===== config.mk =====
export PLATFORM = sky130hd
export DESIGN_NAME = reg_bank_4x32_flat
export DESIGN_NICKNAME = d
export VERILOG_FILES = /design/src/rtl/reg_bank_4x32_if.sv /design/src/rtl/reg_bank_4x32.sv /design/src/flat_wrapper.sv
export SDC_FILE = /design/constraint.sdc
export NUM_CORES = 1
export LEC_CHECK = 0
export ABC_AREA = 1
export BUFFER_PORTS_ARGS = -buffer_cell sky130_fd_sc_hd__buf_2
export CORE_MARGIN = 2
export CORE_UTILIZATION = 39
export CTS_CLUSTER_DIAMETER = 80
export DETAILED_ROUTE_END_ITERATION = 7
export GPL_TIMING_DRIVEN = 0
export PLACE_DENSITY = 0.67
export SYNTH_ARGS = -nofsm -noshare
export SYNTH_HDL_FRONTEND = slang
export SYNTH_SLANG_ARGS = --single-unit

===== constraint.sdc =====
create_clock -name clk -period 3.4 [get_ports clk]
set_input_delay 0.68 -clock clk [delete_from_list [all_inputs] [get_ports clk]]
set_output_delay 0.68 -clock clk [all_outputs]
set_load 0.05 [all_outputs]

===== src/rtl/reg_bank_4x32_if.sv =====
// ---------------------------------------------------------------------------
// reg_bank_4x32_if
// Purpose : Groups the write handshake, the clear control and the register
//           outputs of reg_bank_4x32 into one bundle.
// Signals :
//   wr_valid  requester -> bank   write request present
//   wr_ready  bank -> requester   bank accepts a write this cycle
//   wr_addr   requester -> bank   target register index (0..3)
//   wr_data   requester -> bank   write data, WIDTH bits
//   clr_req   requester -> bank   request sequenced clear of all registers
//   busy      bank -> requester   clear sequence in progress
//   q0..q3    bank -> downstream  registered contents, WIDTH bits each
//   written   bank -> downstream  bit i set = register i loaded since
//                                 last reset/clear
// Modports: master (requester / testbench side), slave (register bank).
// ---------------------------------------------------------------------------
interface reg_bank_4x32_if #(
    parameter int WIDTH = 32
);
    logic             wr_valid;
    logic             wr_ready;
    logic [1:0]       wr_addr;
    logic [WIDTH-1:0] wr_data;
    logic             clr_req;
    logic             busy;
    logic [WIDTH-1:0] q0;
    logic [WIDTH-1:0] q1;
    logic [WIDTH-1:0] q2;
    logic [WIDTH-1:0] q3;
    logic [3:0]       written;

    modport master (
        output wr_valid, wr_addr, wr_data, clr_req,
        input  wr_ready, busy, q0, q1, q2, q3, written
    );

    modport slave (
        input  wr_valid, wr_addr, wr_data, clr_req,
        output wr_ready, busy, q0, q1, q2, q3, written
    );
endinterface


===== src/rtl/reg_bank_4x32.sv =====
// ---------------------------------------------------------------------------
// reg_bank_4x32
// Purpose : Four-entry register bank feeding a downstream 4:1 read mux.
//           Single-word writes via valid/ready; a clear request zeroes the
//           registers one per cycle (q0 first, q3 last) while busy is high.
//           Per-register written flags mark entries loaded since the last
//           reset or clear.
// Ports   :
//   clk    input   single clock, rising edge
//   reset  input   synchronous, active-high; aborts any clear in progress
//   bus    reg_bank_4x32_if.slave  handshake, clear control, q0..q3, written
// Parameters:
//   WIDTH      register / data width
//   CLR_VALUE  value loaded by reset or clear
// ---------------------------------------------------------------------------
module reg_bank_4x32 #(
    parameter int               WIDTH     = 32,
    parameter logic [WIDTH-1:0] CLR_VALUE = '0
) (
    input  logic                 clk,
    input  logic                 reset,
    reg_bank_4x32_if.slave       bus
);

    typedef enum logic {
        ST_IDLE  = 1'b0,
        ST_CLEAR = 1'b1
    } state_t;

    state_t           r_state;
    logic [1:0]       r_clr_idx;
    logic [WIDTH-1:0] r_q [4];
    logic [3:0]       r_written;

    logic             w_wr_ready;
    logic             w_wr_fire;

    // A pending clear request blocks writes in the same cycle, which is what
    // gives clear priority over a simultaneous write.
    assign w_wr_ready = (r_state == ST_IDLE) && !bus.clr_req;
    assign w_wr_fire  = bus.wr_valid && w_wr_ready;

    always_ff @(posedge clk) begin
        if (reset) begin
            r_state   <= ST_IDLE;
            r_clr_idx <= 2'd0;
            r_written <= 4'b0000;
            for (int i = 0; i < 4; i++) begin
                r_q[i] <= CLR_VALUE;
            end
        end else begin
            case (r_state)
                ST_IDLE: begin
                    if (bus.clr_req) begin
                        // Entry edge only arms the sequence; nothing is cleared yet.
                        r_state   <= ST_CLEAR;
                        r_clr_idx <= 2'd0;
                    end else if (w_wr_fire) begin
                        r_q[bus.wr_addr]       <= bus.wr_data;
                        r_written[bus.wr_addr] <= 1'b1;
                    end
                end
                ST_CLEAR: begin
                    // clr_req is deliberately not looked at here, so a repeat
                    // request cannot restart or extend the sequence.
                    r_q[r_clr_idx]       <= CLR_VALUE;
                    r_written[r_clr_idx] <= 1'b0;
                    r_clr_idx            <= r_clr_idx + 2'd1;
                    if (r_clr_idx == 2'd3) begin
                        r_state <= ST_IDLE;
                    end
                end
                default: begin
                    r_state <= ST_IDLE;
                end
            endcase
        end
    end

    assign bus.wr_ready = w_wr_ready;
    assign bus.busy     = (r_state == ST_CLEAR);
    assign bus.q0       = r_q[0];
    assign bus.q1       = r_q[1];
    assign bus.q2       = r_q[2];
    assign bus.q3       = r_q[3];
    assign bus.written  = r_written;

endmodule


===== src/flat_wrapper.sv =====
// flat-port wrapper written by rule: the top's interface ports become plain ports
module reg_bank_4x32_flat 
#(
    parameter int               WIDTH     = 32,
    parameter logic [WIDTH-1:0] CLR_VALUE = '0
)
  (clk, reset, bus_wr_valid, bus_wr_addr, bus_wr_data, bus_clr_req, bus_wr_ready, bus_busy, bus_q0, bus_q1, bus_q2, bus_q3, bus_written);
  reg_bank_4x32_if #(.WIDTH(WIDTH)) bus_i ();
  input  logic clk;
  input  logic reset;
  input wire logic [$bits(bus_i.wr_valid)-1:0] bus_wr_valid;
  input wire logic [$bits(bus_i.wr_addr)-1:0] bus_wr_addr;
  input wire logic [$bits(bus_i.wr_data)-1:0] bus_wr_data;
  input wire logic [$bits(bus_i.clr_req)-1:0] bus_clr_req;
  output wire logic [$bits(bus_i.wr_ready)-1:0] bus_wr_ready;
  output wire logic [$bits(bus_i.busy)-1:0] bus_busy;
  output wire logic [$bits(bus_i.q0)-1:0] bus_q0;
  output wire logic [$bits(bus_i.q1)-1:0] bus_q1;
  output wire logic [$bits(bus_i.q2)-1:0] bus_q2;
  output wire logic [$bits(bus_i.q3)-1:0] bus_q3;
  output wire logic [$bits(bus_i.written)-1:0] bus_written;
  assign bus_i.wr_valid = bus_wr_valid;
  assign bus_i.wr_addr = bus_wr_addr;
  assign bus_i.wr_data = bus_wr_data;
  assign bus_i.clr_req = bus_clr_req;
  assign bus_wr_ready = bus_i.wr_ready;
  assign bus_busy = bus_i.busy;
  assign bus_q0 = bus_i.q0;
  assign bus_q1 = bus_i.q1;
  assign bus_q2 = bus_i.q2;
  assign bus_q3 = bus_i.q3;
  assign bus_written = bus_i.written;
  reg_bank_4x32 #(.WIDTH(WIDTH), .CLR_VALUE(CLR_VALUE)) u_core (.clk(clk), .reset(reset), .bus(bus_i));
endmodule

* Yosys cells after proc, flatten, opt, wreduce, memory -nomap -nowiden
Memories as Yosys holds them, arrays and structs flattened. Cells that the tools add are included. W data, S select, Z words.
Storage, ports and cells: bits in registers 7, bits in writable memories 128, output and inout bits 134, logic and storage cells 53, memories 1
Cells by class: add/sub/neg operators 1, $lt $le $gt $ge 4, eq/ne operators 4, multiplexer cells 28, bitwise operators 4, reductions and logical operators 8
Memories:
- u_core.r_q | words 4, width 32, rd ports 4, clocked after Yosys merged registers in 0, write ports 4, line reg_bank_4x32.sv:32 | logic [WIDTH-1:0] r_q [4];
Operators by type and width (count):
- $mux W32 | 2
- $reduce_or A32 Y1 | 2
- $mux W1 | 16
- $mux W4 | 2
- $pmux W4 S2 | 1
- $lt A2 B3 Y1 const B | 2
- $mux W2 | 3
- $and A4 B4 Y4 | 1
- $demux W1 S2 | 2
- $ge A2 B1 Y1 const B | 2
- $logic_and A1 B1 Y1 | 4
- $ne A2 B2 Y1 const B | 2
- $not A4 Y4 | 1
- $or A4 B4 Y4 | 1
- $pmux W2 S2 | 1
- $add A2 B1 Y2 const B | 1
- $eq A2 B2 Y1 const B | 1
- $ne A2 B1 Y1 const B | 1
- $pmux W1 S2 | 1
- $reduce_and A2 Y1 | 1
- $logic_not A1 Y1 | 1
- $not A1 Y1 | 1

* Longest topological paths before layout
Gate-level depths: netlist (run 1).
depth after elaboration 11, mapped depth 9

* Least setup slack after synthesis (run 1)
Ideal clock, no wire load.
kind flip-flop to flip-flop, start reg u_core.r_state (netlist: u_core.bus.busy), end mem u_core.r_q[3][0] (enable), setup time 421 ps, arrival time 2588 ps, data required time 2979 ps, slack 390 ps, stages on the path, launching flop included 8, buffers on the path 1, cell sequence dfxtp_1 > buf_6 > nor2_8 > nand3_1 > nand2_1 > nand2_1 > nand2_1 > nor2_1
RTL lines:
- start: declaration | line reg_bank_4x32.sv:30 | state_t r_state;
- start signal: assignment | line reg_bank_4x32.sv:45 | r_state <= ST_IDLE;
- start signal: assignment | line reg_bank_4x32.sv:56 | r_state <= ST_CLEAR;
- start signal: assignment | line reg_bank_4x32.sv:70 | r_state <= ST_IDLE;
- end: declaration | line reg_bank_4x32.sv:32

==> results of run 1 <==
## synth_stat cells
cell      instances  area share, %
nand4_1           3           0.36
a21oi_1           4           0.39
ha_1              4           0.97
buf_4             3           0.44
nor2_1           99            7.2
a32o_1            1           0.19
buf_6             9            2.0
dfxtp_1           7            2.7
nor2_8            1           0.39
buf_12            1           0.39
inv_1            38            2.8
nand2_4          14            3.1
edfxtp_1        128             75
nand3_1           4           0.39
nand2_2           5           0.61
nor2_4            1           0.22
nand2_1          40            2.9
inv_2             3           0.22
buf_2             1          0.097
## per-stage QoR
step | instances | worst slack, ps | instance area, um^2 | hold slack [ps] | utilization (%)
floorplan | 366 | 390 | 5150 | 467 | -
detailed placement | 710 | 666 | 6260 | 461 | 49.0
global placement | 709 | -698 | 6220 | 460 | 48.7
finish | 742 | 1100 | 6920 | 467 | 54.2
global route | 742 | 877 | 6920 | 481 | 54.2
CTS | 742 | 1030 | 6920 | 470 | 54.2
## registers in the layout, indices dropped and copies added (netlist names)
| register | count |
|---|---|
| u_core.r_q | 128 |
| u_core.bus.busy | 1 |
| u_core.bus.written | 4 |
| u_core.r_clr_idx | 2 |
## area by class of cell
class	instances	area (um^2)	share of cell area [%]
multi-input combinational	176	876	12.7
sequential	135	3980	57.6
clock inverter	13	226	3.27
clock buffer	19	433	6.26
inverter	41	154	2.22
buffer	14	149	2.15
timing repair buffer	172	883	12.8
tap	172	215	3.11
## tightest hold or removal path, delay by kind of cell, from the launching register on
kind | cells | cell delay (ps)
AO/OA/AOI/OAI | 1 | 50
flip-flops | 1 | 310
AND/OR/NAND/NOR | 1 | 60
## worst max-delay path by stage
stage / start / endpoint / slack [ps] / depth (start not counted)
floorplan: u_core.bus.busy$_SDFF_PP0_ / u_core.r_q[3][0]$_DFFE_PP_ / 390 / 7
global placement: reset / u_core.r_q[3][15]$_DFFE_PP_ / -700 / 6
detailed placement: reset / u_core.r_q[1][15]$_SDFFCE_PN0P_ / 670 / 7
CTS: u_core.bus.busy$_SDFF_PP0_ / u_core.r_q[1][15]$_SDFFCE_PN0P_ / 1030 / 8
global route: u_core.bus.busy$_SDFF_PP0_ / u_core.r_q[2][15]$_SDFFCE_PN0P_ / 880 / 9
finish: u_core.bus.busy$_SDFF_PP0_ / u_core.r_q[1][14]$_SDFFCE_PN0P_ / 1100 / 8
## cells by family after synthesis
| family | after synthesis |
|---|---|
| buf+inv | 55 |
| flops | 135 |
| fa+ha+maj | 4 |
| simple gates | 167 |
| compound gates | 5 |
## power by group through the flow
stage	registers [uW]	clock network [uW]	logic, uW
floorplan	2370	0	114
global placement	2000	0	655
detailed placement	2000	0	672
CTS	1970	2070	673
global route	1970	2140	696
finish	1960	2040	663
## per-layer routing
| metal | global-route usage (%) | wire, um | vias to the layer above | part of all wire, % |
|---|---|---|---|---|
| li1 | - | - | 1607 | - |
| met1 | 21.5 | 4890 | 1583 | 41 |
| met3 | 6.66 | 893 | 10 | 7.6 |
| met4 | 6.25 | 172 | 0 | 1.5 |
| met5 | 0 | 0 | - | 0 |
| met2 | 28.7 | 5860 | 151 | 50 |
## cells in the final DEF, fill, tap and decap left out, types with 7 or more instances in the layout
cell type  count
nand2_2        8
inv_1         38
dfxtp_1        7
nor2_1        98
clkbuf_16     17
nand2_4       14
buf_2        172
nand2_1       37
buf_6          9
edfxtp_1     128
==> summary.txt, run 1 <==
Outcome
  – Status: finished clean

Worst hold path
  – Worst hold stages: 2
  – Hold path endpoint: u_core.bus.written[0]$_SDFFE_PP0P_
  – Hold_sp: u_core.bus.written[0]$_SDFFE_PP0P_
  – Hold WC Path Type: reg -> reg

Critical path
  – Crit path buf inv count: 3
  – Reg-to-reg endpoint: u_core.r_q[1][14]$_SDFFCE_PN0P_
  – CP Launch Type: flip-flop
  – CP max stage cell: nand2_2
  – Worst Setup End Kind: flip-flop
  – Most common cell on crit path: nand2_2
  – Worst Path Required: 3440 ps
  – Worst path cell trace: buf_6 -> inv_2 -> nor2_1 -> nand2_1 -> nand2_2 -> nand2_4 -> buf_4 -> nand2_2
  – Crit path DAT: 2330 ps
  – Setup slack, reg-to-reg: 1100 ps
  – CP max stage delay: 660 ps
  – Worst R2R Start: u_core.bus.busy$_SDFF_PP0_
  – Reg2Reg Depth: 8
  – Worst Setup Path Type: reg -> reg
  – Delay-heaviest family, CP: simple AND/OR/NAND/NOR gates
  – CP max FO: 32

Flow run
  – Maxcap violations: 0

Placement
  – Placer congestion estimate: 0.780
  – Port bufs: 171
  – DP Wirelength: 8000 um

STA
  – Achievable Freq: 435 MHz
  – Final worst path period need: 2300 ps
  – Final Cycle Share: 67.6%
  – Fin Setup TNS: 0 ps
  – Clk_skew: 10.5 ps
  – Worst Max-Slew Pin Slew: 890 ps
  – Slew HR: 40.5%
  – Final setup violation count: 0
  – RSZ-0062 raised after global routing: false
  – Final Slew Violations: 0
  – Final Hold Vio Count: 0

Clocking
  – Clock latency at the later pin of the worst-skew pair: 420 ps
  – TritonCTS Buffers: 17
  – Clock Root Buffer: clkbuf_16
  – CTS sink count: 135
  – Clock tree buffer depth: 2
  – Post-CTS Resized: 0
  – CTS tree: built
  – Clock-pin slew on the worst setup and hold paths: 50 ps
  – Setup bufs post-CTS: 0
  – Hold_buf cts: 0
  – H-tree levels: 4

Synth
  – Post-synthesis instance total: 366
  – Post-synthesis cell area: 5150 um^2
  – Mean post-synth cell area: 14.1 um^2
  – Yosys reg bits: 135
  – Mux cell area share after synthesis: 0%
  – Mapped Nets: 408
  – Adder-Cell Fraction of Synth Area: 0.972%
  – Simple-gate share of the synthesized area: 15.2%
  – Register area share after synthesis: 77.4%
  – Area share of xor/xnor cells in the synthesized design: 0%
  – Netlist cell types: 19
  – Ys Warns: 0
  – Compound-cell area share of the yosys netlist: 0.583%
  – Main combinational cell family by area after synthesis: simple AND/OR/NAND/NOR gates

Pwr
  – Sequential power share: 42.1%
  – Leak Pwr: 0.00324 uW
  – Worst vdd ir: 326 uV
  – Net switching fraction of the power: 26.4%
  – Comb power frac: 14.2%
  – Int Power: 3430 uW
  – Clock power frac: 43.7%
  – Net Sw Power: 1230 uW
  – Pwr Density: 674 nW/um^2
  – Final Power: 4660 uW

Global routing
  – Total global routing overflow: 0
  – GRT Resource Usage Total: 17.6%
  – Vias in the first global route: 3425
  – First-pass GRT wire length: 18300 um
  – Initial antenna violation count: 0
  – Maximum number of pins on one net before global-route repair: 33

Routing
  – Residual DRC: 0
  – Vias post-DR: 3351
  – Total Routed Length: 11800 um
  – DRT iter0 DRCs: 303
  – DR vias/cell: 4.52
  – WL/cell: 15.9 um
  – Routed Antenna Nets: 0
  – First-pass DRT Iterations: 4

Die
  – Core area: 12800 um^2
  – Die X-Extent: 119 um
  – Initial core utilization: 40.3%
  – Top-Level Pins: 172
  – Die area: 14100 um^2
  – Die height: 119 um
  – Row count: 41

Final layout
  – # diodes: 0
  – Layout cell share with drive strength beyond 1: 42.5%
  – # fillers: 1096
  – Area growth syn-to-layout: 34.4%
  – Nets: 599
No activity file was read; power rests on OpenSTA's default activity.
==> run 2, diff against run 1 <==
--- a/config.mk
+++ b/config.mk
@@ -5,14 +5,14 @@
 export SDC_FILE = /design/constraint.sdc
 export NUM_CORES = 1
 export LEC_CHECK = 0
-export ABC_AREA = 1
+export ABC_AREA = 0
 export BUFFER_PORTS_ARGS = -buffer_cell sky130_fd_sc_hd__buf_2
 export CORE_MARGIN = 2
 export CORE_UTILIZATION = 39
 export CTS_CLUSTER_DIAMETER = 80
 export DETAILED_ROUTE_END_ITERATION = 7
 export GPL_TIMING_DRIVEN = 0
-export PLACE_DENSITY = 0.67
+export PLACE_DENSITY = 0.68
 export SYNTH_ARGS = -nofsm -noshare
 export SYNTH_HDL_FRONTEND = slang
 export SYNTH_SLANG_ARGS = --single-unit
==> constraint.sdc (replaced) <==
create_clock -name clk -period 2.23 [get_ports clk]
set_input_delay 0.446 -clock clk [delete_from_list [all_inputs] [get_ports clk]]
set_output_delay 0.446 -clock clk [all_outputs]
set_load 0.05 [all_outputs]
==> run 2 against run 1 <==
Against the previous run: synthesized cell count is 2.2% lower; critical endpoint is now u_core.r_q[2][16]$_SDFFCE_PN0P_; synthesized area is 2.5% lower; combinational power is 50% higher; die area is 2.4% lower; worst hold slack worse by 140 ps; clock power is 25% higher; critical path depth is 3 lower; count of clock-buffer cells in the layout is 4 higher; global-route usage is 1.2 points higher; critical path type is now in -> reg.
==> summary.txt, run 2 <==
Synth
  – FFs w/ async S/R, synth: 0%
  – Ys Warns: 0
  – Top cell type's share of synthesized area: 76.6%
  – Mapped Nets: 400
  – Top cells by area, synth: edfxtp_1 77%, nor2_1 5.0%, nor3_1 3.2%
  – Top cell type by total area after synthesis: edfxtp_1
  – Mean post-synth cell area: 14.0 um^2
  – Most frequent cell after synthesis: edfxtp_1
  – Most instantiated cells after synthesis: 128 x edfxtp_1, 67 x nor2_1, 37 x nand2_1, 35 x inv_1, 32 x nor3_1
  – Post-synthesis instance total: 358
  – Register area share after synthesis: 79.4%
  – Post-synth EDFFs: 128
  – Synth Flop Type: edfxtp_1
  – Netlist cell types: 29
  – Post-synthesis cell area: 5020 um^2
  – Yosys reg bits: 135

Outcome
  – Status: finished clean

Die
  – Die X-Extent: 117 um
  – Row count: 41
  – Die height: 117 um
  – Initial core utilization: 39.9%
  – Die area: 13800 um^2
  – Top-Level Pins: 172
  – Core area: 12600 um^2

Worst hold path
  – Hold path endpoint: u_core.bus.written[0]$_SDFFE_PP0P_
  – Worst hold stages: 2
  – Hold WC Path Type: in -> reg
  – Hold_sp: bus_wr_addr[0]

Final layout
  – Largest Register: u_core.r_q
  – Most frequent cells in the layout: 181 x buf_2, 128 x edfxtp_1, 67 x nor2_1, 36 x nand2_1, 35 x inv_1
  – Post-route insts no fill: 737
  – Area growth syn-to-layout: 35.1%
  – Final core utilization: 54.0%
  – # fillers: 1076
  – Most common cell after layout, fill and taps aside: buf_2
  – Layout cell share with drive strength beyond 1: 39.0%
  – Nets: 595
  – Max FFs per register: 128

Pwr
  – Worst vdd ir: 531 uV
  – Pwr Density: 963 nW/um^2
  – Leak Pwr: 0.00302 uW

Routing
  – DR vias/cell: 4.65
  – Routed Antenna Nets: 0
  – Residual DRC: 0
  – Total Routed Length: 12400 um
  – DRT iter0 DRCs: 181
  – First-pass DRT Iterations: 4
  – Vias post-DR: 3427
  – WL/cell: 16.8 um

Critical path
  – CP Launch Type: primary input
  – Worst Path Required: 2370 ps
  – Crit path buf inv count: 3
  – Worst Setup Path Type: in -> reg
  – Worst R2R Start: u_core.bus.busy$_SDFF_PP0_
  – Setup slack, reg-to-reg: 190 ps
  – Most common cell on crit path: clkbuf_1
  – CP max stage delay: 480 ps
  – CP max FO: 11
  – Worst Setup End Kind: flip-flop
  – Reg-to-reg endpoint: u_core.r_q[3][7]$_DFFE_PP_
  – Crit path DAT: 2200 ps
  – Reg2Reg Depth: 4
  – Delay-heaviest family, CP: buffers and inverters
  – Worst path cell trace: clkbuf_1 -> clkinvlp_4 -> o21ai_2 -> clkbuf_1 -> nor3_1
  – CP max stage cell: clkinvlp_4

STA
  – Worst Max-Slew Pin Slew: 724 ps
  – Fin Setup TNS: 0 ps
  – Achievable Freq: 484 MHz
  – Final Hold Vio Count: 0
  – Final setup violation count: 0
  – Final worst path period need: 2070 ps
  – Slew HR: 51.6%
  – Final Slew Violations: 0
  – Clk_skew: 5.99 ps
  – RSZ-0062 raised after global routing: false
  – Final Cycle Share: 92.7%

Placement
  – DP Wirelength: 8040 um
  – Port bufs: 170
  – Dpl cells: 700
  – Placer congestion estimate: 0.847

Clocking
  – TritonCTS Buffers: 17
  – Clock latency at the later pin of the worst-skew pair: 410 ps
  – Hold_buf cts: 0
  – CTS tree: built
  – Clock-pin slew on the worst setup and hold paths: 50 ps
  – Clock Root Buffer: clkbuf_16
  – H-tree levels: 4
  – CTS sink count: 135
  – Clock tree buffer depth: 2

Flow run
  – Maxcap violations: 0

Global routing
  – First-pass GRT wire length: 19500 um
  – GRT Resource Usage Total: 18.8%
  – Vias in the first global route: 3581
  – Total global routing overflow: 0
  – Maximum number of pins on one net before global-route repair: 33
  – Initial antenna violation count: 1
-- run 2: cell count changes after synthesis, sizes merged, moves of 2 or more --
cell / delta
clkbuf: +4
inv: -6
nand2: -22
nand4: -3
nor2: -34
nor2b: +3
nor3: +32
nor4b: +3
o21ai: +4
o221ai: +2
-- run 2: timing repair --
item / CTS / global route
endpoints found under the setup margin: 128 / 66
gates resized for setup: 6 / 2
gates cloned: 2 / 0
pin swaps: 3 / 0
buffers inserted: 4 / 0
-- run 2: logic make-up (layout without fill, tap and decap cells) --
kind of cell    Yosys count  in the layout  share of synthesized area (%)
other cells               0              1                              0
compound gates           13             15                           1.67
buf+inv                  54            258                           4.54
simple gates            152            152                           13.4
fa+ha+maj                 4              4                          0.997
flops                   135            135                           79.4
-- run 2: routing by layer --
layer / vias up / wire [um] / track usage (%) / part of all wire [%]
li1: 1632 / - / - / -
met4: 0 / 134 / 6.85 / 1.1
met3: 13 / 1110 / 7.98 / 9.0
met2: 153 / 6050 / 30.4 / 49
met1: 1629 / 5090 / 22.6 / 41
met5: - / 0 / 0 / 0
-- run 2: worst register-to-register path, cell delays in order (launching register included) --
cell      delay, ps
dfxtp_4         370
nor2b_1         160
or2_2           270
buf_2           230
a21boi_4        630
-- run 2: worst max path at each step --
stage | slack (ps) | depth (start not counted) | start | to
2_1_floorplan | 90 | 4 | u_core.bus.busy$_SDFF_PP0_ | u_core.r_q[2][0]$_SDFFCE_PN0P_
3_3_place_gp | -490 | 4 | bus_clr_req | u_core.r_q[2][11]$_SDFFCE_PN0P_
3_5_place_dp | -600 | 4 | bus_clr_req | u_core.r_q[2][18]$_SDFFCE_PN0P_
4_1_cts | 40 | 5 | reset | u_core.r_q[2][16]$_SDFFCE_PN0P_
5_1_grt | 3 | 5 | reset | u_core.r_q[2][30]$_SDFFCE_PN0P_
6_report | 160 | 5 | reset | u_core.r_q[2][16]$_SDFFCE_PN0P_
-- run 2: per-stage QoR --
stage                     worst slack [ps]  hold WS [ps]  total power [uW]  area [um^2]
after floorplan                       91.5           538              3740         5050
after global placement                -490           452              3990         6110
after detailed placement              -601           447              4000         6110
after CTS                             35.3           307              6600         6770
after global routing                  2.52           333              6750         6780
final                                  162           331              6530         6780
-- run 2: final cells by class --
type                       count  area, um^2  share of cell area (%)
tap                          172         215                    3.17
clock buffer                  23         448                    6.61
buffer                        18        92.6                    1.37
timing repair buffer         174         918                    13.5
antenna                        1        2.50                  0.0369
sequential                   135        3990                    58.8
clock inverter                 7        80.1                    1.18
inverter                      36         139                    2.05
multi-input combinational    171         898                    13.2
-- run 2: power by group --
group / switching (uW) / total [uW] / leakage [uW] / internal [uW]
clock: 938 / 2550 / 0.000255 / 1610
sequential: 44.1 / 2990 / 0.00139 / 2940
combinational: 808 / 993 / 0.00137 / 185
total: 1790 / 6530 / 0.00302 / 4740
==> run 3, diff against run 2 <==
==> constraint.sdc (replaced) <==
create_clock -name clk -period 2.4 [get_ports clk]
set_input_delay 0.48 -clock clk [delete_from_list [all_inputs] [get_ports clk]]
set_output_delay 0.48 -clock clk [all_outputs]
set_load 0.05 [all_outputs]
==> run 3 against run 2 <==
Against the previous run: critical path depth shrank 1; first-iteration DRC count grew 53%; count of clock-buffer cells in the layout shrank 3; cell area is essentially flat; clock skew shrank 3.1 ps; cell count is the same; non-clock buffer count shrank 1; die area is the same; via count grew 1.2%; clock power is essentially flat.
==> summary.txt, run 3 (synthesis results as in run 2) <==
Outcome
  – Status: finished clean

Clocking
  – Clock Root Buffer: clkbuf_16
  – Clock latency at the later pin of the worst-skew pair: 410 ps
  – Hold_buf cts: 0
  – H-tree levels: 4
  – TritonCTS Buffers: 17
  – CTS tree: built
  – CTS sink count: 135
  – Clock-pin slew on the worst setup and hold paths: 50 ps
  – Clock tree buffer depth: 2

Placement
  – DP Wirelength: 8260 um
  – Port bufs: 170
  – Placed cell areas: 6110 um^2
  – Dpl cells: 700
  – Placer congestion estimate: 0.821

Critical path
  – Reg2Reg Depth: 4
  – Reg-to-reg endpoint: u_core.r_q[1][15]$_SDFFCE_PN0P_
  – Worst Setup End Kind: flip-flop
  – Crit path DAT: 2230 ps
  – Worst Path Required: 2450 ps
  – Crit path from: u_core.bus.busy$_SDFF_PP0_
  – Setup slack, reg-to-reg: 220 ps
  – CP Launch Type: flip-flop
  – Worst Setup Path Type: reg -> reg
  – Worst Setup EP: u_core.r_q[1][15]$_SDFFCE_PN0P_
  – CP max FO: 32
  – Worst R2R Start: u_core.bus.busy$_SDFF_PP0_

Final layout
  – Final core utilization: 54.0%
  – Fin area: 6790 um^2
  – Largest Register: u_core.r_q
  – FF/Latch Area: 3990 um^2
  – Max FFs per register: 128
  – Most frequent cells in the layout: 180 x buf_2, 128 x edfxtp_1, 67 x nor2_1, 36 x nand2_1, 35 x inv_1
  – Layout cell share with drive strength beyond 1: 39.6%
  – # fillers: 1099
  – Post-route insts no fill: 737
  – # diodes: 0
  – Area growth syn-to-layout: 35.3%
  – Multi-input logic area: 883 um^2
  – Most common cell after layout, fill and taps aside: buf_2
  – Nets: 594

Worst hold path
  – Hold WC Path Type: in -> reg

Pwr
  – Pwr Density: 915 nW/um^2
  – Worst vdd ir: 403 uV
  – Leak Pwr: 0.00304 uW

Routing
  – DR vias/cell: 4.71
  – Residual DRC: 0
  – DRT iter0 DRCs: 277
  – Total Routed Length: 12400 um
  – First-pass DRT Iterations: 4
  – Routed Antenna Nets: 0
  – WL/cell: 16.8 um
  – Vias post-DR: 3469

Global routing
  – Initial antenna violation count: 0
  – GRT Resource Usage Total: 18.2%
  – Vias in the first global route: 3480
  – Total global routing overflow: 0
  – Maximum number of pins on one net before global-route repair: 33
  – First-pass GRT wire length: 18800 um

Die
  – Die area: 13800 um^2
  – Die X-Extent: 117 um
  – Top-Level Pins: 172
  – Core area: 12600 um^2
  – Initial core utilization: 39.9%
  – Row count: 41
  – Die height: 117 um

STA
  – Slew HR: 52.5%
  – Achievable Freq: 460 MHz
  – WHS: 339 ps
  – Final Cycle Share: 90.6%
  – Final Slew Violations: 0
  – Final worst path period need: 2180 ps
  – RSZ-0062 raised after global routing: false
  – Final Hold Vio Count: 0
  – Worst Max-Slew Pin Slew: 710 ps
  – Clk_skew: 2.89 ps
  – Final setup violation count: 0

Flow run
  – Maxcap violations: 0
## run 3: through the flow
stage                     TNS, ps  worst slack (ps)  power [uW]
after CTS                       0              15.7        6230
after floorplan                 0               167        3480
final                           0               224        6210
after global routing            0              84.2        6390
after global placement     -42100              -407        3700
after detailed placement   -45760              -398        3720
## run 3: how the worst min path moves through the flow
stage                                       startpoint                                 end  slack, ps  cells after the start
global placement    u_core.bus.written[3]$_SDFFE_PP0P_  u_core.bus.written[3]$_SDFFE_PP0P_        450                      1
global route                            bus_wr_addr[1]  u_core.bus.written[2]$_SDFFE_PP0P_        340                      3
finish                                  bus_wr_addr[0]  u_core.bus.written[0]$_SDFFE_PP0P_        340                      2
detailed placement  u_core.bus.written[2]$_SDFFE_PP0P_  u_core.bus.written[2]$_SDFFE_PP0P_        450                      2
floorplan             u_core.r_clr_idx[0]$_SDFFE_PP0P_    u_core.r_clr_idx[0]$_SDFFE_PP0P_        540                      2
CTS                                     bus_wr_addr[0]  u_core.bus.written[0]$_SDFFE_PP0P_        310                      2
## run 3: what timing repair did
item	CTS	global route
buffers inserted	0	3
setup endpoints to repair	64	120
resized for setup	5	3
pin swaps	2	2
cloned	1	1
## run 3: power breakdown
part	internal [uW]	switching [uW]
Clock	1610	910
Combinational	169	748
Sequential	2730	41.5
Total	4510	1700
## run 3: critical path, stage by stage, from the launching register on
cell	delay (ps)
dfxtp_2	340
nor4b_1	600
or2_2	230
buf_6	180
a21o_4	450
## run 3: layout make-up
class                           instances  share of cell area (%)
Buffer                                 18                    1.46
Clock buffer                           20                    6.43
Clock inverter                         12                    1.97
Inverter                               36                    2.01
Multi-Input combinational cell        171                    13.0
Sequential cell                       135                    58.7
Tap cell                              172                    3.17
Timing Repair Buffer                  173                    13.2
## run 3: per-layer routing
layer | part of all wire [%] | routed length, um | GRT usage [%] | vias up
li1 | - | - | - | 1635
met1 | 42 | 5250 | 21.1 | 1677
met2 | 49 | 6030 | 30.5 | 145
met3 | 7.8 | 961 | 7.25 | 12
met4 | 1.1 | 141 | 6.55 | 0
met5 | 0 | 0 | 0 | -
